<file path="config.mk">
export PLATFORM = sky130hd
export DESIGN_NAME = combinational_alu
export DESIGN_NICKNAME = d
export VERILOG_FILES = /design/src/rtl/combinational_alu.sv
export SDC_FILE = /design/constraint.sdc
export NUM_CORES = 1
export LEC_CHECK = 0
export CAP_MARGIN = 15
export CORE_MARGIN = 3
export CORE_UTILIZATION = 50
export DETAILED_ROUTE_END_ITERATION = 8
export GPL_ROUTABILITY_DRIVEN = 0
export PLACE_DENSITY = 0.8
export SLEW_MARGIN = 5
export SYNTH_ARGS = -nofsm -noshare
export SYNTH_HDL_FRONTEND = slang
export SYNTH_SLANG_ARGS = --single-unit
</file>
<file path="constraint.sdc">
create_clock -name i_clk -period 21.1 [get_ports i_clk]
set_clock_uncertainty 0.05 [all_clocks]
set_input_delay 2.11 -clock i_clk [delete_from_list [all_inputs] [get_ports i_clk]]
set_output_delay 2.11 -clock i_clk [all_outputs]
set_load 0.02 [all_outputs]
</file>
<file path="src/rtl/combinational_alu.sv">
// combinational_alu: unsigned add/sub/mul/div of two operands evaluated in
// parallel, with a single output register stage (1-cycle latency, full
// throughput). Division is an unrolled restoring divider.
module combinational_alu #(
  parameter int WIDTH = 8
) (
  input  logic             i_clk,
  input  logic             i_rst_n,
  input  logic             i_valid,
  input  logic [WIDTH-1:0] i_value_a,
  input  logic [WIDTH-1:0] i_value_b,
  output logic             o_valid,
  output logic [WIDTH-1:0] o_value_add,
  output logic [WIDTH-1:0] o_value_sub,
  output logic [WIDTH-1:0] o_value_mul,
  output logic [WIDTH-1:0] o_value_div,
  output logic             o_div_zero
);

  logic [WIDTH-1:0] add_d, sub_d, mul_d, div_d;
  logic             dz_d;

  logic [WIDTH-1:0] add_q, sub_q, mul_q, div_q;
  logic             dz_q;
  logic             vld_q;

  // Remainder carries one extra bit so the trial subtraction's sign is visible.
  logic [WIDTH:0]   rem;
  logic [WIDTH:0]   trial;
  logic [WIDTH-1:0] quo;

  // Wrapping add/sub and low half of the product; operand widths keep the
  // result at WIDTH bits so carry, borrow and the upper product are dropped.
  always_comb begin
    add_d = i_value_a + i_value_b;
    sub_d = i_value_a - i_value_b;
    mul_d = i_value_a * i_value_b;
  end

  // Restoring divider: one shift/trial-subtract/restore step per quotient
  // bit, MSB first. A zero divisor is forced to the all-ones quotient.
  always_comb begin
    rem   = '0;
    trial = '0;
    quo   = '0;
    for (int i = WIDTH - 1; i >= 0; i--) begin
      rem   = {rem[WIDTH-1:0], i_value_a[i]};
      trial = rem - {1'b0, i_value_b};
      if (!trial[WIDTH]) begin
        rem    = trial;
        quo[i] = 1'b1;
      end
    end
    dz_d  = (i_value_b == '0);
    div_d = dz_d ? {WIDTH{1'b1}} : quo;
  end

  // Output register: reset clears everything, capture on i_valid, else hold.
  always_ff @(posedge i_clk) begin
    if (!i_rst_n) begin
      vld_q <= 1'b0;
      add_q <= '0;
      sub_q <= '0;
      mul_q <= '0;
      div_q <= '0;
      dz_q  <= 1'b0;
    end else begin
      vld_q <= i_valid;
      if (i_valid) begin
        add_q <= add_d;
        sub_q <= sub_d;
        mul_q <= mul_d;
        div_q <= div_d;
        dz_q  <= dz_d;
      end
    end
  end

  assign o_valid     = vld_q;
  assign o_value_add = add_q;
  assign o_value_sub = sub_q;
  assign o_value_mul = mul_q;
  assign o_value_div = div_q;
  assign o_div_zero  = dz_q;

endmodule

</file>
== Word level (Yosys, flattened, before mapping) ==
Cells that the tools add are included.

* Memories kept: 0
* Latch bits: 0
* Bits in read-only memories: 0
* Bits in writable memories: 0
* Flip-flop bits (word level): 34

* Bitwise operators: 0
* $add $sub $neg: 10
* Shift-type cells: 0
* Equality and inequality tests: 0
* Reduce and logical (&&, ||, !) cells: 1
* Divide/modulo/power cells: 0
* Order comparisons: 0
* Multipliers: 1
* Muxes and demuxes: 16

{| class="wikitable"
|+ Operators with widths
! operator !! count
|-
| two-way mux 8 bit || 8
|-
| subtractor 9 x 8 -> 9 bit || 7
|-
| subtractor 1 x 8 -> 9 bit || 1
|-
| adder 8 bit || 1
|-
| zero test 8 bit || 1
|-
| multiplier 8 x 8 -> 8 bit || 1
|-
| two-way mux 1 bit || 8
|-
| subtractor 8 bit || 1
|}

== Logic depth before layout (Yosys ltp) ==
* Depth after elaboration: 17
* Mapped depth: 87

== Worst setup path after synthesis ==
No wires, ideal clock.

* Path type: input to register
* Start: input port i_value_b[1]
* End: register div_q[0] (netlist: o_value_div[0])
* Slack: 3178 ps
* Stages: 77
* Arrival time: 17780 ps
* Required time: 20958 ps
* Cells stage by stage: inv_1 ha_1 nand3_1 nand2_1 o21ai_0 fa_1 and3b_1 a211oi_1 nor3b_1 o21ai_1 o21ai_0 fa_1 a21oi_1 o21ai_0 a2111oi_0 or2_2 buf_2 xor2_4 [... 41 more ...] or3_1 a21oi_2 or2_1 buf_6 mux2_4 ha_1 o21a_1 o21ai_0 nand2b_1 a21oi_1 nor2b_1 o21ai_0 nand2b_1 a21oi_1 nor2_1 o211ai_1 a2bb2oi_1 nor4_1

* Cells in the longest elaborated chain, start to end: 17
* Elaborated cells between the ends (all ways): 18
* Classes of those cells: add/sub: 8; mux: 9; reduce/logical: 1

{| class="wikitable"
|+ RTL lines
! what !! RTL line !! RTL
|-
| start: declaration || 11 || <nowiki>input logic [WIDTH-1:0] i_value_b,</nowiki>
|-
| subtractor 1 x 8 -> 9 bit || 48 || <nowiki>trial = rem - {1'b0, i_value_b};</nowiki>
|-
| two-way mux 8 bit || 49 || <nowiki>if (!trial[WIDTH]) begin</nowiki>
|-
| subtractor 9 x 8 -> 9 bit || 48 ||
|-
| two-way mux 8 bit || 49 ||
|-
| subtractor 9 x 8 -> 9 bit || 48 ||
|-
| two-way mux 8 bit || 49 ||
|-
| subtractor 9 x 8 -> 9 bit || 48 ||
|-
| two-way mux 8 bit || 49 ||
|-
| subtractor 9 x 8 -> 9 bit || 48 ||
|-
| two-way mux 8 bit || 49 ||
|-
| subtractor 9 x 8 -> 9 bit || 48 ||
|-
| two-way mux 8 bit || 49 ||
|-
| subtractor 9 x 8 -> 9 bit || 48 ||
|-
| two-way mux 8 bit || 49 ||
|-
| subtractor 9 x 8 -> 9 bit || 48 ||
|-
| two-way mux 1 bit || 49 ||
|-
| two-way mux 8 bit (*) || 55 || <nowiki>div_d = dz_d ? {WIDTH{1'b1}} : quo;</nowiki>
|-
| end signal: assignment || 73 || <nowiki>div_q <= div_d;</nowiki>
|-
| end: declaration || 23 || <nowiki>logic [WIDTH-1:0] add_q, sub_q, mul_q, div_q;</nowiki>
|}

Mark *: on every way between the ends. The rest lies on a longest branch, timed or not.
A chain may end at the register's enable or synchronous reset.

== Worst setup path in the final report ==
* Start: input port i_value_a[7]
* End: register div_q[0] (netlist: o_value_div[0])

* Cells in the longest elaborated chain, start to end: 17

{| class="wikitable"
|+ RTL lines
! what !! RTL line !! RTL
|-
| start: declaration || 10 || <nowiki>input logic [WIDTH-1:0] i_value_a,</nowiki>
|-
| subtractor 1 x 8 -> 9 bit || 48 ||
|-
| two-way mux 8 bit (*) || 49 ||
|-
| subtractor 9 x 8 -> 9 bit || 48 ||
|-
| two-way mux 8 bit (*) || 49 ||
|-
| subtractor 9 x 8 -> 9 bit || 48 ||
|-
| two-way mux 8 bit (*) || 49 ||
|-
| subtractor 9 x 8 -> 9 bit || 48 ||
|-
| two-way mux 8 bit (*) || 49 ||
|-
| subtractor 9 x 8 -> 9 bit || 48 ||
|-
| two-way mux 8 bit (*) || 49 ||
|-
| subtractor 9 x 8 -> 9 bit || 48 ||
|-
| two-way mux 8 bit (*) || 49 ||
|-
| subtractor 9 x 8 -> 9 bit || 48 ||
|-
| two-way mux 8 bit (*) || 49 ||
|-
| subtractor 9 x 8 -> 9 bit (*) || 48 ||
|-
| two-way mux 1 bit (*) || 49 ||
|-
| two-way mux 8 bit (*) || 55 ||
|}

Marked as above.

==> flow_summary.toml <==
[outcome]
status = "finished clean"

[worst_setup_path]
arrival_ps = 19460
critPathRequiredTime_ps = 21250
cp-end-kind = "flip-flop"
crit_top_cell = "a21oi_1"
setup.worst_path.class = "primary input to flip-flop"
crit_path_max_incr_delay_ps = 570
r2r_start = "o_value_div[4]"
r2r-end = "o_value_div[4]"
slowest_stage = "clkdlybuf4s50_1"
worstSetupStartpointType = "primary input"
r2r_slack_ps = 20340
crit_fanout = 15
r2r_cells = 1

[final_layout]
drive_gt1_share_pct = 8.472
final_util_pct = 59.90
syn_to_final_growth_pct = 13.61
fillers = 936
fin_nets = 854
register_area_um2 = 660.6
final_common_cell = "ha_1"
multi_input_area_um2 = 4633
final_cell_mix = "94 x ha_1, 65 x inv_1, 54 x nor2_1"
diodes = 0

[cts]
cts-root-buf = "clkbuf_8"
hold_buffers = 0
cts_tree = "done"
h-tree-depth = 2
cts_buffer_depth = 2
clk_latency_ps = 280
cts_buffers = 5
cts_num_sinks = 33
cts.clk_slew.worst_paths_ps = 70

[synth]
synthCells = 668
synth_async_sr_flop_share_pct = 0
synth_flop_cell = "dfxtp_1"
synth_seq_cells = 33
synth_edf_count = 0
synth_top_cell_by_area = "ha_1"
synth_area_per_cell_um2 = 8.367
seq_area_frac_synth_pct = 11.82
ys_warn_count = 0
ys_types = 78
yosys-top-cells-area = "ha_1 21%, dfxtp_1 12%, fa_1 7.2%"
synth_top_area_share_pct = 21.04
synth_area_um2 = 5589

[routing]
viasPerCell = 5.835
dr.pass1.iters = 4
routedWlPerCell_um = 16.53
drtIter0Drc = 309
antenna_left = 0
drc = 0
num_vias = 4995
drt_wl_total_mm = 14.15

[floorplanning]
ios = 53
core-area_um2 = 10600
die_w_um = 111.7
rows = 37
die_h_um = 111.7
die_area_um2 = 12480
start_util_pct = 52.72

[sta]
finalSetupViolCount = 0
setup_ws_ps = 1792
tightest_slew_ps = 978.9
fin_tns_setup_ps = 0
finalMaxSlewViolations = 0
min_period_ps = 19310
maxSlewHeadroom_pct = 34.74
clock.fmax_ghz = 0.05179
hold_violations = 0
rsz0062_at_grt = "false"
min_period_over_period_pct = 91.51
whs_ps = 428.1

[power]
power.total_mw = 1.219
irDropWorstVdd_mv = 0.1508
powerDensity_nw_per_um2 = 192.0
leakagePower_nw = 3.047

[global_routing]
first_global_vias = 5032
antenna_found_initial = 0
grt_max_degree = 46
grt-ovfl-total = 0
grt_pass1_wl_mm = 23.82
grtUsageTotal_pct = 22.79

[worst_hold_path]
hold_class = "flip-flop to flip-flop"
worstHoldStart = "o_value_sub[1]"
whs_endpoint = "o_value_sub[1]"
hold_depth = 1

[placed_design]
dp_hpwl_mm = 11.11
dp_slack_ps = 1002
portBuffers = 52

[flow_run]
cap_viol_max_count = 0
## area by class of cell
type | count | share of cell area [%]
Clock buffer | 5 | 1.084
Clock inverter | 1 | 0.07882
Timing Repair Buffer | 59 | 8.946
Sequential cell | 33 | 10.40
Tap cell | 136 | 2.680
Inverter | 65 | 3.842
Multi-Input combinational cell | 557 | 72.97
## synth_stat cells, drive strengths merged, types with 8 or more instances
| cell | number |
|---|---|
| nand2 | 44 |
| inv | 65 |
| a21o | 20 |
| ha | 94 |
| dfxtp | 33 |
| xor2 | 17 |
| nor2b | 20 |
| clkbuf | 11 |
| o211a | 11 |
| fa | 20 |
| mux2i | 14 |
| xnor2 | 38 |
| mux2 | 22 |
| o21ai | 42 |
| a21oi | 45 |
| a21boi | 11 |
| nor2 | 54 |
| nand3 | 8 |
## power by group
group          switching, mW  internal (mW)  total (mW)
clock network         0.0237         0.0217      0.0454
registers            0.00554         0.0729      0.0785
logic                  0.558          0.537        1.10
## registers in the layout (all words and copies together) (netlist names)
register,cells
o_value_mul,8
o_value_div,8
o_div_zero,1
o_value_sub,7
o_value_add,8
o_valid,1
## cells by family (layout without fill, tap and decap cells)
logic type               Yosys count  after routing  synth area share [%]
buffers and inverters             81            130                 5.820
adder cells (fa/ha/maj)          114            114                 28.21
AND/OR/NAND/NOR                  176            176                 16.36
multiplexers                      36             36                 7.477
AO/OA/AOI/OAI                    171            171                 20.89
other                              1              4               0.06709
flip-flops                        33             33                 11.82
XOR/XNOR                          56             56                 9.357
## repair_timing
item,4_1_cts,5_1_grt
setup endpoints to repair,0,1
setup buffers,0,2
gates resized for setup,0,4
## critical path: cells and delay by family
| family | cells | cell delay, ps |
|---|---|---|
| buf+inv | 5 | 1030 |
| xor+xnor | 1 | 290 |
| fa+ha+maj | 9 | 3060 |
| compound gates | 43 | 8330 |
| simple gates | 17 | 3170 |
| mux | 4 | 1460 |
## how the worst max path moves through the flow
stage | startpoint | end | cells past startpoint
floorplan | i_value_b[1] | o_value_div[0] | 77
global placement | i_value_b[5] | o_value_div[0] | 75
detailed placement | i_value_b[5] | o_value_div[0] | 76
CTS | i_value_b[5] | o_value_div[0] | 75
global route | i_value_a[7] | o_value_div[0] | 81
finish | i_value_a[7] | o_value_div[0] | 79
## per-stage QoR
stage	cells	cell area, um2
after CTS	854	6316
after global placement	848	6242
after global routing	856	6350
after floorplan	671	5600
final	856	6350
after detailed placement	848	6242
## metal layers
metal	part of all wire, %	wire length (um)	track usage, %
met2	50	7043	40.81
met4	2.9	409	9.813
met5	0	0	0
met1	43	6049	27.40
met3	4.6	649	2.609
(Power assumes the default switching activity.)
